File: src/rtl/mem_port_arbiter_pkg.sv
// Shared types and constants for the instruction/data memory port arbiter.
// The read-owner encoding matches the values the memory-side trace tools expect.
package mem_port_arbiter_pkg;

    localparam int DEF_ADDR_W = 16;
    localparam int DEF_WORD_W = 32;
    localparam int CNT_W      = 4;

    typedef enum logic [1:0] {
        OWN_NONE = 2'd0,
        OWN_INST = 2'd1,
        OWN_DATA = 2'd2
    } rd_owner_e;

    // Owner of the read issued this cycle; writes and idle cycles leave no read in flight.
    function automatic rd_owner_e next_owner(input logic i_gnt, input logic d_gnt, input logic d_we);
        rd_owner_e own;
        own = OWN_NONE;
        if (i_gnt) begin
            own = OWN_INST;
        end else if (d_gnt && !d_we) begin
            own = OWN_DATA;
        end
        return own;
    endfunction

endpackage

File: src/rtl/mem_port_arbiter_starve_cnt.sv
// Saturating count of consecutive cycles a pending fetch has been denied.
// ge_lim tells the grant logic to let the fetch through on the next conflict.
module mem_port_arbiter_starve_cnt
    import mem_port_arbiter_pkg::*;
#(
    parameter int STARVE_LIM = 4
) (
    input  logic clk,
    input  logic rst,
    input  logic inc,
    input  logic clr,
    output logic ge_lim
);

    localparam logic [CNT_W-1:0] LIM = CNT_W'(STARVE_LIM);

    logic [CNT_W-1:0] cnt_q;
    logic [CNT_W-1:0] cnt_d;

    always_comb begin
        cnt_d = cnt_q;
        if (clr) begin
            cnt_d = '0;
        end else if (inc && (cnt_q < LIM)) begin
            cnt_d = cnt_q + 1'b1;
        end
    end

    always_ff @(posedge clk or posedge rst) begin
        if (rst) begin
            cnt_q <= '0;
        end else begin
            cnt_q <= cnt_d;
        end
    end

    always_comb begin
        ge_lim = (cnt_q >= LIM);
    end

endmodule

File: src/rtl/mem_port_arbiter.sv
// Shares one single-port 64k x 32 memory between instruction fetch and load/store.
// Data wins conflicts unless fetch has been denied STARVE_LIM cycles in a row.
module mem_port_arbiter
    import mem_port_arbiter_pkg::*;
#(
    parameter int ADDR_W     = DEF_ADDR_W,
    parameter int WORD_W     = DEF_WORD_W,
    parameter int STARVE_LIM = 4
) (
    input  logic              clk,
    input  logic              rst,
    input  logic              i_req_i,
    input  logic [ADDR_W-1:0] i_addr_i,
    output logic              i_gnt_o,
    output logic              i_rvalid_o,
    output logic [WORD_W-1:0] i_rdata_o,
    input  logic              d_req_i,
    input  logic              d_we_i,
    input  logic [ADDR_W-1:0] d_addr_i,
    input  logic [WORD_W-1:0] d_wdata_i,
    output logic              d_gnt_o,
    output logic              d_rvalid_o,
    output logic [WORD_W-1:0] d_rdata_o,
    output logic [ADDR_W-1:0] mem_addr_o,
    output logic              mem_we_o,
    output logic [WORD_W-1:0] mem_wdata_o,
    input  logic [WORD_W-1:0] mem_rdata_i
);

    logic      starve_ge_lim;
    logic      starve_inc;
    logic      starve_clr;
    logic      i_win;
    logic      d_win;
    logic      i_gnt;
    logic      d_gnt;
    rd_owner_e rd_owner_q;
    rd_owner_e rd_owner_d;

    mem_port_arbiter_starve_cnt #(
        .STARVE_LIM (STARVE_LIM)
    ) u_starve_cnt (
        .clk    (clk),
        .rst    (rst),
        .inc    (starve_inc),
        .clr    (starve_clr),
        .ge_lim (starve_ge_lim)
    );

    // Grants are held off while reset is asserted so nothing reaches the memory.
    always_comb begin
        i_win = i_req_i & (~d_req_i | starve_ge_lim);
        d_win = d_req_i & ~i_win;
        i_gnt = i_win & ~rst;
        d_gnt = d_win & ~rst;
    end

    always_comb begin
        starve_inc = i_req_i & ~i_gnt;
        starve_clr = i_gnt | ~i_req_i;
    end

    // Idle cycles still present the fetch address so the memory can stream ahead.
    always_comb begin
        mem_addr_o  = d_gnt ? d_addr_i : i_addr_i;
        mem_we_o    = d_gnt & d_we_i;
        mem_wdata_o = d_wdata_i;
    end

    always_comb begin
        rd_owner_d = next_owner(i_gnt, d_gnt, d_we_i);
    end

    always_ff @(posedge clk or posedge rst) begin
        if (rst) begin
            rd_owner_q <= OWN_NONE;
        end else begin
            rd_owner_q <= rd_owner_d;
        end
    end

    always_comb begin
        i_gnt_o    = i_gnt;
        d_gnt_o    = d_gnt;
        i_rvalid_o = (rd_owner_q == OWN_INST);
        d_rvalid_o = (rd_owner_q == OWN_DATA);
        i_rdata_o  = mem_rdata_i;
        d_rdata_o  = mem_rdata_i;
    end

endmodule
File: config.mk
export PLATFORM = sky130hd
export DESIGN_NAME = mem_port_arbiter
export DESIGN_NICKNAME = d
export VERILOG_FILES = /design/src/rtl/mem_port_arbiter_pkg.sv /design/src/rtl/mem_port_arbiter_starve_cnt.sv /design/src/rtl/mem_port_arbiter.sv
export SDC_FILE = /design/constraint.sdc
export NUM_CORES = 1
export LEC_CHECK = 0
export CORE_AREA = 2 2 84 86
export CTS_BUF_LIST = sky130_fd_sc_hd__clkbuf_2
export CTS_CLUSTER_DIAMETER = 120
export DETAILED_ROUTE_END_ITERATION = 10
export DIE_AREA = 0 0 86 88
export GPL_TIMING_DRIVEN = 0
export HOLD_SLACK_MARGIN = 0.08
export PLACE_DENSITY = 0.74
export SKIP_LAST_GASP = 1
export SLEW_MARGIN = 20
export SYNTH_ARGS = -nofsm -noshare
export SYNTH_HDL_FRONTEND = slang
export SYNTH_SLANG_ARGS = --single-unit
File: constraint.sdc
create_clock -name clk -period 4.94 [get_ports clk]
set_input_delay 1.235 -clock clk [delete_from_list [all_inputs] [get_ports clk]]
set_output_delay 1.235 -clock clk [all_outputs]
set_load 0.03 [all_outputs]
==> flow_metrics.env <==
export IMPL_run_status="finished clean"
export IMPL_path_cells="clkdlybuf4s50_1 -> inv_1 -> o211ai_4 -> buf_8 -> mux2_4 -> clkdlybuf4s50_1"
export IMPL_coreArea_mm2=0.00664
export IMPL_postLayoutCellArea_mm2=0.00290
export IMPL_diodes=0
export IMPL_io_buffers=153
export IMPL_slew_viol_final=0
export IMPL_clk_pin_slew_ns=0.07
export IMPL_cts_hold_buf=0
export IMPL_synthCells=145
export IMPL_hold_end="u_starve_cnt.cnt_q[1]$_DFFE_PP0P_"
export IMPL_fp_row_count=30
export IMPL_critPathSlowestCell="clkdlybuf4s50_1"
export IMPL_reg2reg_depth=3
export IMPL_critPathCaptureType="output pin"
export IMPL_cp_common_cell="clkdlybuf4s50_1"
export IMPL_seq_area_um2=150
export IMPL_synth_seq_area_share=0.120
export IMPL_root_buffer="clkbuf_2"
export IMPL_post_synth_top_area_fraction=0.576
export IMPL_hp_class="flip-flop to flip-flop"
export IMPL_r2r_end="u_starve_cnt.cnt_q[0]$_DFFE_PP0P_"
export IMPL_finClkSkew_ns=0.00983
export IMPL_multiInputGateArea_um2=343
export IMPL_p_int_w=0.000244
export IMPL_dp_hpwl_um=3810
export IMPL_worstMarginPinSlew_ns=0.426
export IMPL_cts_buffers=3
export IMPL_synth_cell_types=20
export IMPL_die_h_um=88
export IMPL_grt_pass1_wl_um=5670
export IMPL_hold_viol_final=0
export IMPL_nFillCells=637
export IMPL_grt_pass1_vias=1343
export IMPL_clk_path_buf_depth=2
export IMPL_grt_start_max_net_pins=11
export IMPL_die_w_um=86
export IMPL_yosys_area_top_type="buf_4"
export IMPL_ant_nets=0
export IMPL_drt_pass1_iterations=4
export IMPL_ys_warn_count=0
export IMPL_worstHoldStart="u_starve_cnt.cnt_q[1]$_DFFE_PP0P_"
export IMPL_htree_levels=1
export IMPL_p_seq_frac=0.127
export IMPL_dpl_cell_area_mm2=0.00288
export IMPL_netlist_area_mm2=0.00125
export IMPL_place_congestion=0.686
export IMPL_synth_seq_cells=6
export IMPL_tns_ns=0
export IMPL_crit_path_start_kind="primary input"
export IMPL_antenna_found_initial=0
export IMPL_final_common_cell="clkdlybuf4s50_1"
export IMPL_grt_util_met2=0.181
export IMPL_max_slew_margin=0.715
export IMPL_post_cts_resize_count=0
export IMPL_reg2reg_from="u_starve_cnt.cnt_q[2]$_DFFE_PP0P_"
export IMPL_track_usage=0.0911
export IMPL_switching_share=0.418
export IMPL_ios=218
export IMPL_ir_worst_vdd_mv=0.0543
export IMPL_maxCapViolCount=0
export IMPL_setup_violations=0
export IMPL_postCtsSetupBuffers=0
export IMPL_avgSynthCellArea_um2=8.63
export IMPL_clk_latency_ns=0.23
export IMPL_syn_nets=247
export IMPL_initialDrtViolationCount=19
export IMPL_clkPwrFrac=0.083
export IMPL_min_path_cells=2
export IMPL_met1_usage=0.0888
export IMPL_wl_um=4070
export IMPL_cp_required_ns=3.70
export IMPL_worst_slack_ns=0.311
export IMPL_areaGrowthSynthToFinish_pct=132
export IMPL_nets=405
export IMPL_wire_per_inst_um=10.7
export IMPL_top_usage_layer="met2"
export IMPL_r2r_slack_ns=3.65
export IMPL_p_per_area_mw_per_mm2=144
export IMPL_fin_crit_ns=4.63
export IMPL_die_area_mm2=0.00757
export IMPL_power_net_switching_w=0.000175
export IMPL_vias=1395
export IMPL_cpPeakStageDelay_ns=0.60
export IMPL_rsz0062_at_grt="false"
export IMPL_gr_usage_met3=0.0217
export IMPL_gr_total_overflow=0
export IMPL_arrival_ns=3.39
export IMPL_p_comb_frac=0.790
export IMPL_fmax_mhz=216
export IMPL_avgViaCountPerCell=3.66
export IMPL_period_share=0.937
export IMPL_hold_ws_ns=0.544
export IMPL_clock_sinks=6
export IMPL_start_util=0.188
export IMPL_post_route_drc_count=0
export IMPL_mostFrequentLayoutCells="clkdlybuf4s50_1, buf_4, mux2_2"
export IMPL_cts_tree="built"
export IMPL_path_class="primary input to output pin"
export IMPL_drive_above_1_share=0.395
export IMPL_leakagePower_nw=1.33
export IMPL_cp_max_fo=10
export IMPL_pre_cts_slack_ns=0.255
export IMPL_synthTopCellsByArea="buf_4, dfrtp_1, mux2_4"
power by group through the flow:
stage / Combinational (W) / Clock [W] / Sequential [W]
floorplan: 0.000199 / 0 / 0.0000536
global placement: 0.000330 / 0 / 0.0000538
detailed placement: 0.000333 / 0 / 0.0000540
CTS: 0.000334 / 0.0000367 / 0.0000531
global route: 0.000346 / 0.0000378 / 0.0000534
finish: 0.000331 / 0.0000346 / 0.0000531
stage by stage:
stage                     cells  power, W  utilization
after floorplan             145  0.000253            -
after global placement      378  0.000384        0.434
after detailed placement    378  0.000387        0.434
after CTS                   381  0.000424        0.436
after global routing        381  0.000437        0.436
final                       381  0.000418        0.436
synth_stat cells:
master and count:
nor2_1 2, nor3_1 2, dfrtp_1 6, nor2_2 1
o211ai_4 1, nand3_1 2, mux2_2 9, or3_1 1
a31oi_1 1, buf_4 96, nor2b_1 2, o211ai_1 1
inv_1 6, a211oi_1 1, or2_2 1, a21oi_1 3
buf_8 1, mux2_4 7, nand3b_1 1, ha_1 1
worst max-delay path: cells and delay by family:
kind	cells	cell delay, ns
muxes	1	0.29
buffers and inverters	4	1.62
AOI/OAI and AO/OA	1	0.23
worst max path at each step:
stage | from | to | slack (ns) | cells after the start
6_report | rst | mem_addr_o[14] | 0.31 | 6
5_1_grt | rst | mem_addr_o[14] | 0.14 | 6
4_1_cts | rst | mem_addr_o[14] | 0.26 | 6
3_5_place_dp | rst | mem_addr_o[14] | 0.26 | 6
3_3_place_gp | rst | mem_addr_o[14] | 0.27 | 6
2_1_floorplan | rst | mem_we_o | 1.46 | 4
final cells by class:
type,count,area share
clock buffers,3,0.00518
inverters,6,0.00777
multi-input cells,36,0.118
plain buffers,97,0.254
repair buffers,153,0.528
flip-flops and latches,6,0.0518
well taps,80,0.0345
cells by family (layout without fill, tap and decap cells):
logic type | after synthesis | after routing | share of synthesized area
muxes | 16 | 16 | 0.165
AOI/OAI and AO/OA | 7 | 7 | 0.0460
and+or+nand+nor | 12 | 12 | 0.0530
buffers and inverters | 103 | 259 | 0.606
adders and majority gates | 1 | 1 | 0.0100
DFF | 6 | 6 | 0.120
routing by layer:
| metal | vias to the layer above | wire length, um | part of all wire |
|---|---|---|---|
| met5 | - | 0 | 0 |
| met4 | 0 | 49 | 0.012 |
| met3 | 4 | 559 | 0.14 |
| met2 | 117 | 2260 | 0.55 |
| met1 | 595 | 1200 | 0.29 |
| li1 | 679 | - | - |
state kept, by name, indices dropped and copies added, names as in the netlist:
| signal | count |
|---|---|
| u_starve_cnt.cnt_q | 4 |
| rd_owner_q | 2 |
Note: power is estimated with default switching activity, not from simulation.
